--- config.mk ---
export PLATFORM = sky130hd
export DESIGN_NAME = serial_adder_ctrl
export DESIGN_NICKNAME = d
export VERILOG_FILES = /design/src/rtl/serial_adder_ctrl.sv
export SDC_FILE = /design/constraint.sdc
export NUM_CORES = 1
export LEC_CHECK = 0
export ABC_CLOCK_PERIOD_IN_PS = 1300
export CAP_MARGIN = 10
export CORE_MARGIN = 3
export CORE_UTILIZATION = 45
export CTS_CLUSTER_SIZE = 20
export DETAILED_ROUTE_END_ITERATION = 10
export HOLD_SLACK_MARGIN = 0.08
export PLACE_DENSITY = 0.83
export REMOVE_ABC_BUFFERS = 1
export SETUP_SLACK_MARGIN = 0.3
export SLEW_MARGIN = 10
export SYNTH_ARGS = -nofsm -noshare
export SYNTH_HDL_FRONTEND = slang
export SYNTH_SLANG_ARGS = --single-unit
--- constraint.sdc ---
create_clock -name clk -period 1.3 [get_ports clk]
set_input_delay 0.195 -clock clk [delete_from_list [all_inputs] [get_ports clk]]
set_output_delay 0.195 -clock clk [all_outputs]
set_load 0.005 [all_outputs]
--- src/rtl/serial_adder_ctrl.sv ---
// Bit-serial add controller: one full adder stepped LSB-first over WIDTH-bit operands.
// Optional subtract mode is enabled by defining SERIAL_ADDER_SUB_EN (adds a 'sub' input).
module serial_adder_ctrl #(
   parameter int WIDTH = 4,
   parameter int CNT_W = $clog2(WIDTH) + 1
) (
   input  logic             clk,
   input  logic             rst_n,
   input  logic             start,
   input  logic [WIDTH-1:0] A,
   input  logic [WIDTH-1:0] B,
   input  logic             Cin,
`ifdef SERIAL_ADDER_SUB_EN
   input  logic             sub,
`endif
   output logic             busy,
   output logic             done,
   output logic [WIDTH-1:0] S,
   output logic             Cout,
   output logic             Ovf
);

   typedef enum logic [1:0] {
      IDLE = 2'd0,
      RUN  = 2'd1,
      DONE = 2'd2
   } state_t;

   localparam logic [CNT_W-1:0] LAST_BIT = CNT_W'(WIDTH - 1);

   state_t           state_q, state_d;
   logic [WIDTH-1:0] a_sh_q, a_sh_d;
   logic [WIDTH-1:0] b_sh_q, b_sh_d;
   logic [WIDTH-1:0] s_sh_q, s_sh_d;
   logic             carry_q, carry_d;
   logic [CNT_W-1:0] cnt_q, cnt_d;
   logic [WIDTH-1:0] s_q, s_d;
   logic             cout_q, cout_d;
   logic             ovf_q, ovf_d;

   logic             bit_sum;
   logic             carry_nxt;
   logic [WIDTH-1:0] b_load;
   logic             carry_load;

   assign bit_sum   = a_sh_q[0] ^ b_sh_q[0] ^ carry_q;
   assign carry_nxt = (a_sh_q[0] & b_sh_q[0]) | (carry_q & (a_sh_q[0] ^ b_sh_q[0]));

   // Subtraction is A + ~B + 1, so only the loaded B and initial carry differ.
`ifdef SERIAL_ADDER_SUB_EN
   assign b_load     = sub ? ~B : B;
   assign carry_load = sub ? 1'b1 : Cin;
`else
   assign b_load     = B;
   assign carry_load = Cin;
`endif

   always_ff @(posedge clk or negedge rst_n) begin
      if (!rst_n) begin
         state_q <= IDLE;
         a_sh_q  <= '0;
         b_sh_q  <= '0;
         s_sh_q  <= '0;
         carry_q <= 1'b0;
         cnt_q   <= '0;
         s_q     <= '0;
         cout_q  <= 1'b0;
         ovf_q   <= 1'b0;
      end else begin
         state_q <= state_d;
         a_sh_q  <= a_sh_d;
         b_sh_q  <= b_sh_d;
         s_sh_q  <= s_sh_d;
         carry_q <= carry_d;
         cnt_q   <= cnt_d;
         s_q     <= s_d;
         cout_q  <= cout_d;
         ovf_q   <= ovf_d;
      end
   end

   always_comb begin
      state_d = state_q;
      a_sh_d  = a_sh_q;
      b_sh_d  = b_sh_q;
      s_sh_d  = s_sh_q;
      carry_d = carry_q;
      cnt_d   = cnt_q;
      s_d     = s_q;
      cout_d  = cout_q;
      ovf_d   = ovf_q;

      case (state_q)
         IDLE: begin
            if (start) begin
               a_sh_d  = A;
               b_sh_d  = b_load;
               carry_d = carry_load;
               cnt_d   = '0;
               state_d = RUN;
            end
         end
         RUN: begin
            carry_d = carry_nxt;
            s_sh_d  = {bit_sum, s_sh_q[WIDTH-1:1]};
            a_sh_d  = a_sh_q >> 1;
            b_sh_d  = b_sh_q >> 1;
            cnt_d   = cnt_q + CNT_W'(1);
            // On the MSB step carry_q is the carry into the MSB.
            if (cnt_q == LAST_BIT) begin
               s_d     = {bit_sum, s_sh_q[WIDTH-1:1]};
               cout_d  = carry_nxt;
               ovf_d   = carry_q ^ carry_nxt;
               state_d = DONE;
            end
         end
         DONE: begin
            state_d = IDLE;
         end
         default: begin
            state_d = IDLE;
         end
      endcase
   end

   assign busy = (state_q != IDLE);
   assign done = (state_q == DONE);
   assign S    = s_q;
   assign Cout = cout_q;
   assign Ovf  = ovf_q;

endmodule

==> impl_metrics.py <==
metrics = {
    "timing": {
        "worstMarginPinSlew_ns": 0.377,
        "setup_viol": 11,
        "final.period_utilization_pct": 104,
        "rsz0062_at_grt": "true",
        "slew_headroom_pct": 74.8,
        "finalHoldViolCount": 0,
        "period_minus_slack_ns": 1.35,
        "fmax_mhz": 738,
        "finalMaxSlewViolations": 0,
        "postLayoutSetupSlackWorst_ns": -0.0545,
        "finClkSkew_ns": 0.00157,
    },
    "global_route": {
        "grt_overflow_total": 0,
        "antenna_found_initial": 0,
        "grt.total_usage_pct": 23.9,
        "grt_pass1_vias": 949,
        "grt_pass1_wl_mm": 4.76,
        "grt_max_degree": 24,
    },
    "synth": {
        "ys_seq_area_share_pct": 55.0,
        "synth_flop_cell": "dfrtp_1",
        "synth_area_leader_cell": "dfrtp_1",
        "ys_warn_count": 0,
        "syn-instance-count": 89,
        "ys_async_sr_fraction_pct": 100,
        "yosysMostFrequentCell": "dfrtp_1",
        "synth_area_leaders": "dfrtp_1 (55%), o22ai_1 (8.4%), mux2_4 (7.2%)",
        "synthTopCellsByCount": "dfrtp_1 (23), o22ai_1 (14), o21ai_0 (11), a21oi_1 (8), mux2_4 (5)",
        "avgSynthCellArea_sq_um": 11.8,
        "synth-edff-count": 0,
        "yosysTopAreaCellShare_pct": 55.0,
        "ys_ff_latch": 23,
        "syn-cell-area_sq_um": 1050,
        "synth_cell_type_count": 20,
    },
    "critical_path": {
        "critPathKind": "flip-flop to flip-flop",
        "endpoint_kind": "flip-flop",
        "reg2reg_from": "state_q[1]$_DFFE_PN0P_",
        "crit_path_max_fanout": 8,
        "crit_start": "state_q[1]$_DFFE_PN0P_",
        "worst_setup_path_start_kind": "flip-flop",
        "required_ns": 1.53,
        "regToRegSetupSlack_ns": -0.05,
        "critical_path_arrival_ns": 1.58,
    },
    "floorplanning": {
        "fp.dieW_microns": 54.2,
        "coreArea_sq_um": 2080,
        "start_util_pct": 50.2,
        "num_io_pins": 20,
        "dieArea_sq_um": 2940,
        "fp.dieH_microns": 54.2,
        "num_rows": 16,
    },
    "route": {
        "routed_wirelength_mm": 3.14,
        "via_count": 930,
        "vias_per_cell": 5.67,
        "post_drt_wl_per_cell_microns": 19.2,
        "route.detailed.drc": 0,
        "firstDrtPassIters": 4,
        "drtAntennaViolNets": 0,
        "first_iter_violations": 13,
    },
    "cells_and_area": {
        "synthToLayoutAreaGrowth_pct": 61.1,
        "final_util_pct": 80.9,
        "layout.nets": 153,
        "drive_above_1_share_pct": 60.6,
        "antenna_cells": 0,
    },
    "clocking": {
        "clk_path_buf_depth": 2,
        "cts_inserted_buffers": 3,
        "cts_tree": "yes",
        "htree_levels": 1,
        "path_clk_slew_ns": 0.13,
        "insertion_delay_ns": 0.33,
        "cts_sinks": 23,
        "root_buffer": "clkbuf_4",
        "cts_hold_buf": 0,
    },
    "place": {
        "gp_congestion": 0.766,
        "place_hpwl_mm": 1.70,
        "io_buffers": 19,
    },
    "power_and_ir_drop": {
        "leakage_nw": 0.762,
        "total_power_mw": 4.19,
        "power_density_nw_per_um2": 2490,
        "ir_worst_vdd_uv": 1540,
    },
    "hold_path": {
        "hold_path_class": "input pin to asynchronous set/reset pin",
    },
    "run_status": {
        "status": "complete, but fails checks",
        "violations": "negative setup slack",
    },
    "flow_run": {
        "max_cap_violations": 0,
    },
}
-- flip-flops by register name, summed over array words and instances, names as in the netlist, 2 cells and up --
register  count
b_sh_q        4
s_sh_q        3
cnt_q         3
S             4
state_q       2
a_sh_q        4
-- cell families after synthesis --
family	share of synthesized area (%)
AO/OA/AOI/OAI	17.5
XOR/XNOR	0.837
adder cells (fa/ha/maj)	4.31
buffers and inverters	4.55
flip-flops	55.0
multiplexers	10.4
AND/OR/NAND/NOR	7.42
-- critical path, stage by stage, from the launching register on --
cell	delay, ns
dfrtp_1	0.44
buf_6	0.14
buf_6	0.12
nand3b_4	0.22
mux2_4	0.33
-- through the flow --
step / hold slack, ns / worst slack, ns / TNS, ns / std cells / instance area (sq um)
CTS: 0.211 / -0.0190 / -0.0750 / 160 / 1570
global route: 0.221 / -0.0643 / -0.566 / 164 / 1690
global placement: 0.467 / -0.0492 / -0.244 / 143 / 1330
floorplan: -0.101 / -0.0321 / -0.160 / 85 / 1020
detailed placement: 0.503 / -0.0946 / -0.711 / 143 / 1330
finish: 0.201 / -0.0545 / -0.388 / 164 / 1690
-- layout make-up --
class | count | area [sq um]
repair buffers | 47 | 383
multi-input cells | 58 | 644
well taps | 27 | 33.8
clock inverters | 1 | 5.00
flip-flops and latches | 23 | 576
inverters | 5 | 21.3
fillers | 130 | 397
clock buffers | 3 | 22.5
-- power by group --
group	total, mW	switching [mW]	internal, mW	leakage (nW)
Sequential	1.35	0.292	1.05	0.276
Clock	0.355	0.240	0.116	0.0177
Combinational	2.49	1.11	1.38	0.468
-- cell usage in the layout (no fill, tap or decap), drive strengths merged --
cell           instances
buf                   36
dfrtp                 23
o22ai                 14
clkdlybuf4s50         11
o21ai                 11
mux2                   8
a21oi                  8
nand2                  4
clkinv                 3
inv                    3
nand2b                 3
clkbuf                 3
nor2                   3
ha                     2
nand3b                 1
xnor2                  1
nor2b                  1
and2b                  1
fa                     1
-- metal layers --
layer  global-route usage (%)  up-vias  share of wire [%]
li1                         -      415                  -
met1                     26.1      472                 39
met2                     43.6       33                 54
met3                     4.63       10                4.5
met4                     11.6        0                2.7
met5                        0        -                  0
-- path summary, 6_finish.rpt --
kind,to,depth (start not counted)
min in group clk,a_sh_q[3]$_DFFE_PN0P_,3
max reg2reg,S[0]$_DFFE_PN0P_,4
max in group asynchronous,carry_q$_DFFE_PN0P_,2
min reg2reg,S[0]$_DFFE_PN0P_,1
max,S[0]$_DFFE_PN0P_,4
min,Cout$_DFFE_PN0P_,2
-- timing repair --
item                                   in CTS  in global routing
gates cloned                                2                  0
setup buffers                              11                  4
endpoints found under the hold margin       0                  0
gates resized for setup                    72                 21
pin swaps                                  16                  8
setup endpoints to repair                  31                 31
Note: power is estimated with default switching activity, not from simulation.
==> variant 1, RTL diff (same settings) <==
Reset style: synchronous (`rst_n`), changed in one clocked block.
--- a/src/rtl/serial_adder_ctrl.sv
+++ b/src/rtl/serial_adder_ctrl.sv
@@ -57,3 +57,3 @@
 
-   always_ff @(posedge clk or negedge rst_n) begin
+   always_ff @(posedge clk) begin
       if (!rst_n) begin
Check against the original RTL: differs if rst_n is asserted again (counterexample within 4 cycles, from zero or initial values and one cycle with rst_n low); with rst_n held inactive, the same outputs for 10 cycles.
==> variant 1 against the unedited design <==
Sequential cell count unchanged. Die area down 2.7%. Fmax rose by 7.4%. Design area increased by 0.30%. First-iteration DRC count grew 85%. Setup slack improved by 0.094 ns. Clock skew up 0.0048 ns. Sequential share of layout area is 5.7 points lower. Area after synthesis decreased by 3.0%. Routed wire length increased by 5.2%.
Power is not compared: it rests on default switching activity, and its combinational part moved more than twofold at a synthesized area within 25%.
==> variant 1: results (changes against the unedited design) <==
Clock network
* **# H-tree levels** 1, unchanged
* **post-CTS sizing** 91, was 72
* **Post-CTS Setup Bufs** 7, was 11
* **number of buffers inserted during clock tree synthesis** 3, unchanged
* **latest clock arrival within the worst-skew pair** 0.31 ns, was 0.33 ns
* **worst-case clock buffer depth** 2, unchanged

Yosys
* **mux share of post-synthesis cell area** 1.97%, was 10.4%
* **leading cell types by total area after synthesis** dfxtp_1, o221ai_1, nor2b_1, was dfrtp_1, o22ai_1, mux2_4
* **Mapped Cells** 109, was 89
* **synthesized-area fraction occupied by adder cells** 4.44%, was 4.31%
* **Netlist cell types** 33, was 20
* **portion of the post-synthesis area used by sequential elements** 45.4%, was 55.0%
* **Compound-Gate Fraction of Synth Area** 22.8%, was 17.5%
* **primary flip-flop cell chosen by synthesis mapping** dfxtp_1, was dfrtp_1
* **share of synthesized flip-flops with an asynchronous set or reset** 0%, was 100%
* **list of most frequent post-synthesis cells** dfxtp_1, nand2_1, a21oi_1, nor2b_1, o221ai_1, was dfrtp_1, o22ai_1, o21ai_0, a21oi_1, mux2_4
* **fraction of synthesized cell area in xor and xnor cells** 0.863%, was 0.837%

Status
* **status** finished clean, was finished with violations

Drt
* **wire length reported by the detailed router** 3.31 mm, was 3.14 mm
* **number of iterations in the first detailed-routing pass** 4, unchanged
* **number of DRC markers in iteration 0** 24, was 13
* **routed length per placed instance** 18.4 um, was 19.2 um
* **DR vias** 1031, was 930

GRT
* **largest net degree at the start of global routing** 14, was 24
* **vias in the first global route** 1060, was 949
* **first-pass GRT wire length** 4.67 mm, was 4.76 mm
* **combined global-route utilization of all metal layers** 23.1%, was 23.9%

Pwr
* **sequential power** 0.000785 W
* **post-layout power** 0.00147 W

Place
* **HPWL reported at the end of detailed placement** 1.81 mm, was 1.70 mm
* **Placement Setup Slack** -0.227 ns, was -0.0946 ns
* **GPL Wtd Cong** 0.840, was 0.766
* **area of placed instances** 1330 um^2, about the same

Critical path
* **Slowest Stage Delay on Critical Path** 0.37 ns, was 0.44 ns
* **endpoint class of the critical path** flip-flop, unchanged
* **worst reg2reg path depth** 6, was 4
* **maximum fanout along the worst path** 6, was 8
* **standard cell with the maximum stage delay on the critical path** dfxtp_4, was dfrtp_1
* **launching instance or port of the critical path** state_q[0], was state_q[1]
* **worst endpoint data arrival time** 1.47 ns, was 1.58 ns
* **reg-to-reg endpoint** Ovf, was S[0]

Min path
* **path category of the worst min-delay check** in -> reg, was in -> async

STA
* **post-route clock skew** 0.00635 ns, was 0.00157 ns
* **Hold WS** 0.396 ns, was 0.201 ns
* **post-route worst setup slack** 0.0392 ns, was -0.0545 ns
* **max_slew headroom** 64.1%, was 74.8%

Layout
* **# nets final** 169, was 153
* **proportion of layout cells with a drive suffix above 1** 60.8%, was 60.6%

[variant 1: cell count changes after synthesis, moves of 4 or more]
cell	unedited run	this run
mux2_4	5	0
o21ai_0	11	4
a21boi_1	0	4
dfrtp_1	23	0
dfxtp_1	0	23
nor2b_1	1	7
o221ai_1	0	6
nand2_1	4	11
o22ai_1	14	3
nand3_1	0	4
[variant 1: metal layers]
metal / wire length, um / global-route usage, % / vias to the layer above / part of all wire, %
met4: 102 / 11.1 / 0 / 3.1
li1: - / - / 484 / -
met2: 1700 / 42.9 / 32 / 52
met3: 128 / 4.23 / 12 / 3.9
met5: 0 / 0 / - / 0
met1: 1370 / 24.5 / 503 / 42
[variant 1: area by class of cell]
| class | instances | area (um^2) |
|---|---|---|
| inverter | 5 | 23.8 |
| clock buffer | 3 | 22.5 |
| multi-input combinational | 76 | 719 |
| clock inverter | 1 | 5.00 |
| sequential | 23 | 482 |
| fill | 120 | 352 |
| timing repair buffer | 45 | 404 |
| tap | 27 | 33.8 |
==> variant 2, RTL diff (config.mk and constraints unchanged) <==
Made on the original files. Set the parameter `WIDTH` to 8 (it was 4).
--- a/src/rtl/serial_adder_ctrl.sv
+++ b/src/rtl/serial_adder_ctrl.sv
@@ -3,3 +3,3 @@
 module serial_adder_ctrl #(
-   parameter int WIDTH = 4,
+   parameter int WIDTH = 8,
    parameter int CNT_W = $clog2(WIDTH) + 1
Ports: changed (resized A, B and S); port bits go from 20 to 32. The function was not compared with the original's and may differ.
==> variant 2 against the unedited design <==
The flow still finishes with violations (setup timing). Sequential power grew 61%. Total power grew 62%. Critical path depth shrank 2. Routed wire length grew 48%. First-iteration DRC count grew to 5.2 times the old value. Highest routed layer unchanged. Largest power group unchanged. Setup slack lost 0.21 ns. Sequential cell count grew 17. Design area grew 64%. Area after synthesis grew 65%.
==> variant 2: results (changes against the unedited design) <==
Critical path
* **Register-to-Register Setup Slack** -0.26 ns, was -0.05 ns
* **Slowest Stage Delay on Critical Path** 0.48 ns, was 0.44 ns
* **worst endpoint data arrival time** 1.37 ns, was 1.58 ns
* **Worst R2R Start** cnt_q[1], was state_q[1]

STA
* **Setup violations, final** 38, was 11
* **post-route worst setup slack** -0.261 ns, was -0.0545 ns
* **max_slew headroom** 85.2%, was 74.8%
* **Fin Setup TNS** -5.76 ns, was -0.388 ns
* **post-route clock skew** 0.0129 ns, was 0.00157 ns

GRT
* **largest net degree at the start of global routing** 41, was 24
* **met3 Usage GRT** 5.75%, was 4.63%
* **combined global-route utilization of all metal layers** 20.2%, was 23.9%
* **fraction of met2 tracks used by global routing** 36.5%, was 43.6%

Status
* **violations in the final reports** setup timing, unchanged
* **status** finished with violations, unchanged

Yosys
* **Netlist cell types** 26, was 20
* **leading cell types by total area after synthesis** dfrtp_1, mux2_2, o21ai_0, was dfrtp_1, o22ai_1, mux2_4
* **fraction of synthesized cell area in xor and xnor cells** 0.506%, was 0.837%

Layout
* **# nets final** 248, was 153
* **# fillers** 216, was 130

Clock network
* **number of buffers inserted during clock tree synthesis** 5, was 3
* **# H-tree levels** 2, was 1
* **clock slew at reported path FFs** 0.08 ns, was 0.13 ns

Place
* **IO buf count** 31, was 19
* **HPWL reported at the end of detailed placement** 2.63 mm, was 1.70 mm

Pwr
* **Leakage** 1.29 nW, was 0.762 nW
* **peak supply drop** 1260 uV, was 1540 uV
* **total internal power** 0.00454 W, was 0.00255 W

==> variant 2: cell types whose count changed in the layout (fill, tap and decap cells not counted), moves of 4 or more <==
cell / unedited run / this run
buf_4: 22 / 31
o22ai_2: 7 / 0
buf_6: 6 / 14
a21oi_2: 8 / 1
mux2_2: 0 / 6
clkbuf_8: 0 / 7
a22oi_2: 0 / 12
o21ai_1: 9 / 16
clkdlybuf4s50_1: 11 / 18
mux2_4: 8 / 12
dfrtp_1: 23 / 39
buf_2: 8 / 12
nand2_1: 2 / 19
o22ai_4: 5 / 0
==> variant 2: layout make-up <==
type / instances / area, um^2 / share of cell area [%]
clock inverters: 1 / 30.0 / 1.08
well taps: 46 / 57.6 / 2.08
flip-flops and latches: 40 / 1000 / 36.2
repair buffers: 82 / 747 / 27.0
clock buffers: 7 / 96.3 / 3.48
multi-input cells: 95 / 827 / 29.9
inverters: 2 / 7.51 / 0.271
==> variant 2: repair_timing <==
action,in CTS,in global routing
gates cloned,1,1
gates resized for setup,76,51
buffers inserted,16,10
pin swaps,5,7
endpoints found under the hold margin,40,0
setup endpoints to repair,52,52
hold buffers,1,0
==> variant 2: cells by family (layout without fill, tap and decap cells) <==
kind of cell / after synthesis / count (layout)
compound gates: 39 / 39
xor+xnor: 1 / 1
fa+ha+maj: 2 / 2
buf+inv: 12 / 92
flops: 40 / 40
mux: 18 / 18
simple gates: 35 / 35
==> variant 2: through the flow <==
stage	hold WS (ns)	instance area, um^2	std cells	worst slack, ns
2_1_floorplan	-0.101	1670	137	-0.471
3_3_place_gp	0.175	2220	236	-0.0949
3_5_place_dp	0.176	2220	236	-0.161
4_1_cts	0.399	2540	262	-0.212
5_1_grt	0.422	2770	273	-0.314
6_report	0.392	2770	273	-0.261
